**src/rtl/alu_pkg.sv**
```systemverilog
// Shared ALU definitions: control codes, datapath width and the multiply
// controller's state encoding.
package alu_pkg;

    localparam int XLEN = 32;

    localparam logic [3:0] ALU_AND = 4'b0000;
    localparam logic [3:0] ALU_OR  = 4'b0001;
    localparam logic [3:0] ALU_ADD = 4'b0010;
    localparam logic [3:0] ALU_SUB = 4'b0110;
    localparam logic [3:0] ALU_SLT = 4'b0111;
    localparam logic [3:0] ALU_NOR = 4'b1100;

    typedef enum logic [1:0] {
        ST_IDLE = 2'd0,
        ST_RUN  = 2'd1,
        ST_DONE = 2'd2
    } mul_state_e;

endpackage

```
**src/rtl/alu_mul_seq_if.sv**
```systemverilog
// Request/response bundle between a multiply requester and alu_mul_seq.
interface alu_mul_seq_if import alu_pkg::*; ();

    logic            start;
    logic [XLEN-1:0] op_a;
    logic [XLEN-1:0] op_b;
    logic            busy;
    logic            done;
    logic [XLEN-1:0] product;

    modport master (
        output start, op_a, op_b,
        input  busy, done, product
    );

    modport slave (
        input  start, op_a, op_b,
        output busy, done, product
    );

endinterface

```
**src/rtl/alu_mul_seq.sv**
```systemverilog
// Iterative shift-add multiplier that borrows the shared ALU adder to build
// the low XLEN bits of op_a*op_b, one multiplier bit per RUN cycle.
module alu_mul_seq
    import alu_pkg::*;
#(
    parameter logic [3:0] CTL_ADD  = ALU_ADD,
    parameter logic [3:0] CTL_IDLE = ALU_AND
) (
    input  logic            clk,
    input  logic            rst_n,
    alu_mul_seq_if.slave    req,
    output logic [XLEN-1:0] alu_a,
    output logic [XLEN-1:0] alu_b,
    output logic [3:0]      alu_ctl,
    input  logic [XLEN-1:0] alu_result
);

    mul_state_e      state_q, state_d;
    logic [XLEN-1:0] acc_q, acc_d;
    logic [XLEN-1:0] mcand_q, mcand_d;
    logic [XLEN-1:0] mplier_q, mplier_d;
    logic [XLEN-1:0] product_q, product_d;

    logic            accept;
    logic            last_step;
    logic [XLEN-1:0] acc_step;

    // start is only honoured outside RUN; a request during RUN is dropped
    assign accept    = req.start && (state_q != ST_RUN);
    assign last_step = (mplier_q[XLEN-1:1] == '0);
    assign acc_step  = mplier_q[0] ? alu_result : acc_q;

    always_ff @(posedge clk) begin
        if (!rst_n) begin
            state_q   <= ST_IDLE;
            acc_q     <= '0;
            mcand_q   <= '0;
            mplier_q  <= '0;
            product_q <= '0;
        end else begin
            state_q   <= state_d;
            acc_q     <= acc_d;
            mcand_q   <= mcand_d;
            mplier_q  <= mplier_d;
            product_q <= product_d;
        end
    end

    always_comb begin
        state_d = state_q;
        unique case (state_q)
            ST_IDLE, ST_DONE: begin
                if (accept) begin
                    state_d = (req.op_b != '0) ? ST_RUN : ST_DONE;
                end else begin
                    state_d = ST_IDLE;
                end
            end
            ST_RUN: begin
                if (last_step) begin
                    state_d = ST_DONE;
                end
            end
            default: state_d = ST_IDLE;
        endcase
    end

    always_comb begin
        acc_d     = acc_q;
        mcand_d   = mcand_q;
        mplier_d  = mplier_q;
        product_d = product_q;
        if (accept) begin
            acc_d    = '0;
            mcand_d  = req.op_a;
            mplier_d = req.op_b;
            if (req.op_b == '0) begin
                product_d = '0;
            end
        end else if (state_q == ST_RUN) begin
            acc_d    = acc_step;
            mcand_d  = {mcand_q[XLEN-2:0], 1'b0};
            mplier_d = {1'b0, mplier_q[XLEN-1:1]};
            if (last_step) begin
                product_d = acc_step;
            end
        end
    end

    // ALU ports come only from registers, never from start or the operands
    always_comb begin
        req.busy    = (state_q == ST_RUN);
        req.done    = (state_q == ST_DONE);
        req.product = product_q;
        alu_a       = acc_q;
        alu_b       = mcand_q;
        alu_ctl     = (state_q == ST_RUN) ? CTL_ADD : CTL_IDLE;
    end

endmodule

```
**src/flat_wrapper.sv**
```systemverilog
// flat-port wrapper written by rule: the top's interface ports become plain ports
module alu_mul_seq_flat import alu_pkg::*;
#(
    parameter logic [3:0] CTL_ADD  = ALU_ADD,
    parameter logic [3:0] CTL_IDLE = ALU_AND
)
  (clk, rst_n, alu_a, alu_b, alu_ctl, alu_result, req_start, req_op_a, req_op_b, req_busy, req_done, req_product);
  alu_mul_seq_if req_i ();
  input  logic clk;
  input  logic rst_n;
  output logic [XLEN-1:0] alu_a;
  output logic [XLEN-1:0] alu_b;
  output logic [3:0] alu_ctl;
  input  logic [XLEN-1:0] alu_result;
  input wire logic [$bits(req_i.start)-1:0] req_start;
  input wire logic [$bits(req_i.op_a)-1:0] req_op_a;
  input wire logic [$bits(req_i.op_b)-1:0] req_op_b;
  output wire logic [$bits(req_i.busy)-1:0] req_busy;
  output wire logic [$bits(req_i.done)-1:0] req_done;
  output wire logic [$bits(req_i.product)-1:0] req_product;
  assign req_i.start = req_start;
  assign req_i.op_a = req_op_a;
  assign req_i.op_b = req_op_b;
  assign req_busy = req_i.busy;
  assign req_done = req_i.done;
  assign req_product = req_i.product;
  alu_mul_seq #(.CTL_ADD(CTL_ADD), .CTL_IDLE(CTL_IDLE)) u_core (.clk(clk), .rst_n(rst_n), .req(req_i), .alu_a(alu_a), .alu_b(alu_b), .alu_ctl(alu_ctl), .alu_result(alu_result));
endmodule
```
**config.mk**
```make
export PLATFORM = sky130hd
export DESIGN_NAME = alu_mul_seq_flat
export DESIGN_NICKNAME = d
export VERILOG_FILES = /design/src/rtl/alu_pkg.sv /design/src/rtl/alu_mul_seq_if.sv /design/src/rtl/alu_mul_seq.sv /design/src/flat_wrapper.sv
export SDC_FILE = /design/constraint.sdc
export NUM_CORES = 1
export LEC_CHECK = 0
export BUFFER_PORTS_ARGS = -buffer_cell sky130_fd_sc_hd__buf_4
export CAP_MARGIN = 30
export CELL_PAD_IN_SITES_DETAIL_PLACEMENT = 0
export CELL_PAD_IN_SITES_GLOBAL_PLACEMENT = 1
export CORE_ASPECT_RATIO = 0.8
export CORE_MARGIN = 5
export CORE_UTILIZATION = 38
export DETAILED_ROUTE_END_ITERATION = 8
export MAX_ROUTING_LAYER = met4
export PLACE_DENSITY = 0.85
export SYNTH_ARGS = -nofsm -noshare
export SYNTH_HDL_FRONTEND = slang
export SYNTH_SLANG_ARGS = --single-unit
```
**constraint.sdc**
```tcl
create_clock -name clk -period 2.6 [get_ports clk]
set_input_delay 0.26 -clock clk [delete_from_list [all_inputs] [get_ports clk]]
set_output_delay 0.26 -clock clk [all_outputs]
set_load 0.02 [all_outputs]
```
After elaboration in Yosys (flattened, before gate mapping)

Index checks and enable logic that the tools add are counted.

Logic and storage cells: 35
Output and inout bits: 102
Register bits after elaboration: 130

Mux-type cells: 14
Bitwise operators: 1
Reductions and logical operators: 10
Eq/ne operators: 5

Operators by type and width:

| operator                                       | number |
|---|---|
| 2-to-1 mux 32 bit                              | 9 |
| logical NOT 32 bit                             | 1 |
| nonzero test 32 bit                            | 1 |
| logical NOT 31 bit                             | 1 |
| 2-to-1 mux 2 bit                               | 4 |
| != test 2 x 1 -> 1 bit (second input constant) | 2 |
| case mux 2 bit (2 select lines)                | 1 |
| nonzero test 2 bit                             | 2 |
| OR reduction 2 bit                             | 2 |
| AND reduction 3 bit                            | 1 |
| == test 2 x 1 -> 1 bit (second input constant) | 1 |
| == test 2 bit (second input constant)          | 1 |
| logical NOT 2 bit                              | 1 |
| != test 2 bit (second input constant)          | 1 |
| logical AND 1 bit                              | 1 |
| inverter 1 bit                                 | 1 |

Longest topological paths before layout

Depth in word-level cells: 4
Gate-level depth with buffers: 8

Worst setup path before layout

OpenSTA, ideal clock, no wires.

Kind: register to register
Start point: register u_core.mplier_q[3]
End point: register u_core.product_q[10], in the netlist u_core.req.product[10]
Arrival: 1.700 ns
Cell stages (with the launch flop): 6
Path slack: 0.796 ns
Period minus slack after synthesis: 1.804 ns
Cell sequence: dfxtp_1 -> nor4_4 -> nand4_4 -> or3_4 -> buf_6 -> a2111oi_2

Longest elaborated chain between the ends: 3

RTL lines:

| element                              | line              | text |
|---|---|---|
| start, declared                      | alu_mul_seq.sv:21 | `logic [XLEN-1:0] mplier_q, mplier_d;` |
| start signal, assigned               | alu_mul_seq.sv:44 | `mplier_q <= mplier_d;` |
| logical NOT 31 bit                   | alu_mul_seq.sv:30 | `assign last_step = (mplier_q[XLEN-1:1] == '0);` |
| nonzero test 2 bit (no source line)  | --                |  |
| AND reduction 3 bit (no source line) | --                |  |
| end signal, assigned                 | alu_mul_seq.sv:45 | `product_q <= product_d;` |
| end, declared                        | alu_mul_seq.sv:22 | `logic [XLEN-1:0] product_q, product_d;` |

No other way between the ends.
A chain may end at the register's enable or synchronous reset.

Worst setup path after layout

Start point: register u_core.mplier_q[11]
End point: register u_core.product_q[0], in the netlist u_core.req.product[0]

The elaborated chain is that of the path after synthesis.

==> reports/results.ini <==
[outcome]
status=finished clean

[grt]
grt_pass1_wl_mm=27.79
grtUsageTotal_pct=19.54
grt_pass1_vias=5133
overflow=0
antenna_found_initial=0
grt_max_degree=110

[detailed_routing]
dr.pass1.iters=4
routed_wl_mm=17.66
postRouteAntennaNets=0
drt_iter0_drc=246
drc=0
avgViaCountPerCell=5.108
wl_per_cell_um=16.95
vias=5323

[clocking]
insertion_delay_ps=410
clkTransAtPathRegs_ps=60
numCtsBuffers=17
clk_path_buf_depth=2
cts_tree=done
post-cts-setup-buffers=0
htreeDepth=4
cts.sink_count=130
cts_hold_buf=0
postCtsResizedCells=0
root_buffer=clkbuf_16

[setup_path]
cp-end-kind=flip-flop
setup.worst_path.start=u_core.mplier_q[11]
critPathArrivalTime_ps=2330
cp_max_fo=32
cp-start-kind=flip-flop
cp.required_ps=2890
crit_type=flip-flop to flip-flop
timing.rr.start=u_core.mplier_q[11]

[synth]
ys_seq_elements=130
ys_warn_count=0
async_flop_share_pct=0
synth-main-ff-cell=dfxtp_1
synth.avg_cell_area_um2=9.398
seq_area_frac_synth_pct=42.67
synth_cell_types=32
synth_cells=649
syn_area_um2=6100
synth_edf_count=0

[floorplan]
io_pins=201
initial_utilization_pct=38.73
rows=41
die_h_um=123.3
core_um2=15750
die_area_um2=18700
die_x_um=151.7

[placed_design]
port_buffers=197
post-place-ws_ps=555.0
place_hpwl_mm=11.95
gp_congestion=0.7857

[finish]
nets=914
drive_above_1_share_pct=35.79
area_growth_pct=36.51
num_antenna_cells=0

[sta]
max_freq_mhz=488.9
worst_slack_ps=554.6
post-route-period-util_pct=78.67
worstMarginPinSlew_ps=567.4
fin_setup_tns_ps=0
hold_viol=0
drv_slew=0
maxSlewHeadroom_pct=62.12
post-route-min-period_ps=2045
setup_viol=0
rsz0062_at_grt=false
fin_skew_ps=8.020

[pwr]
ir_drop_mv=0.3842
p_leak_nw=3.441
powerDensity_nw_per_um2=634.6

[min_path]
hold_path.class=input port to flip-flop
hold_start=req_op_a[0]

[flow_run]
drv_cap=0

## layer usage
metal	vias to the layer above	global-route usage [%]	routed length, µm
li1	2684	-	-
met1	2492	26.56	8362
met3	17	5.716	1124
met4	0	5.668	254
met5	-	-	0
met2	130	28.30	7921
## critical path: stages, from the launching register on
cell,delay [ps]
dfxtp_1,340
nor4_4,330
nand4_4,140
or3_4,630
a2111oi_1,470
## Yosys cell counts (3+ instances only)
cell type / number / area, µm²
buf_4: 4 / 30.03
nor4_4: 4 / 85.08
a211oi_1: 62 / 465.5
a21oi_1: 34 / 170.2
nor2_1: 65 / 244.0
a2111oi_2: 29 / 435.4
buf_6: 3 / 33.78
nand2_1: 68 / 255.2
clkbuf_1: 41 / 153.9
mux2_1: 12 / 135.1
mux2i_1: 64 / 640.6
buf_1: 10 / 37.54
nand4_1: 3 / 18.77
inv_1: 32 / 120.1
buf_2: 7 / 35.03
dfxtp_1: 130 / 2603
mux2_2: 20 / 225.2
nor4_1: 41 / 256.5
## report_power, final
group | total, W | switching [W] | internal [W]
registers | 0.00220 | 0.000101 | 0.00210
logic | 0.000803 | 0.000429 | 0.000374
clock network | 0.00228 | 0.000830 | 0.00145
## flip-flops by register name (all words and copies together), names as in the netlist
signal              count
u_core.state_q          2
u_core.req.product     32
u_core.alu_b           32
u_core.alu_a           32
u_core.mplier_q        32
## cells by family after synthesis
logic type	after synthesis	synth area share, %
other	1	0.06148
multiplexers	96	16.41
flip-flops	130	42.67
buffers and inverters	99	6.851
AO/OA/AOI/OAI	131	18.26
AND/OR/NAND/NOR	192	15.75
## layout make-up
type	count	area, µm²
multi-input combinational	422	3107
clock buffer	25	475.5
sequential	130	2603
timing repair buffer	210	1664
clock inverter	6	80.08
tap	215	269.0
fill	1471	7422
inverter	34	128.9
## cells in the final DEF (no fill, tap or decap), drive strengths merged, types with 2 or more instances in the layout
cell,count
clkinv,5
bufinv,2
or4,2
a21oi,34
a211oi,62
mux2,32
dfxtp,130
nor4,47
buf,210
inv,33
o21ai,3
nand4,4
clkbuf,25
nor3,2
mux2i,64
nor2,65
a2111oi,31
conb,3
nand2,68
## final timing paths
path,end,slack [ps],cells after the start
hold / removal,u_core.alu_b[0],90,3
setup reg to reg,u_core.req.product[0],550,4
setup / recovery,u_core.req.product[0],550,4
hold reg to reg,u_core.req.product[31],460,2
## per-stage QoR
step | utilization, % | power, W | cell area, µm² | hold slack [ps] | instances
5_1_grt | 52.87 | 0.005498 | 8327 | 76.82 | 1042
3_5_place_dp | 49.34 | 0.003047 | 7771 | 457.7 | 1011
4_1_cts | 52.87 | 0.005343 | 8327 | 67.41 | 1042
3_3_place_gp | 49.34 | 0.003043 | 7771 | 448.7 | 1011
2_1_floorplan | - | 0.002700 | 6107 | 396.0 | 651
6_report | 52.87 | 0.005284 | 8327 | 89.11 | 1042
No activity file was read; power rests on OpenSTA's default activity.
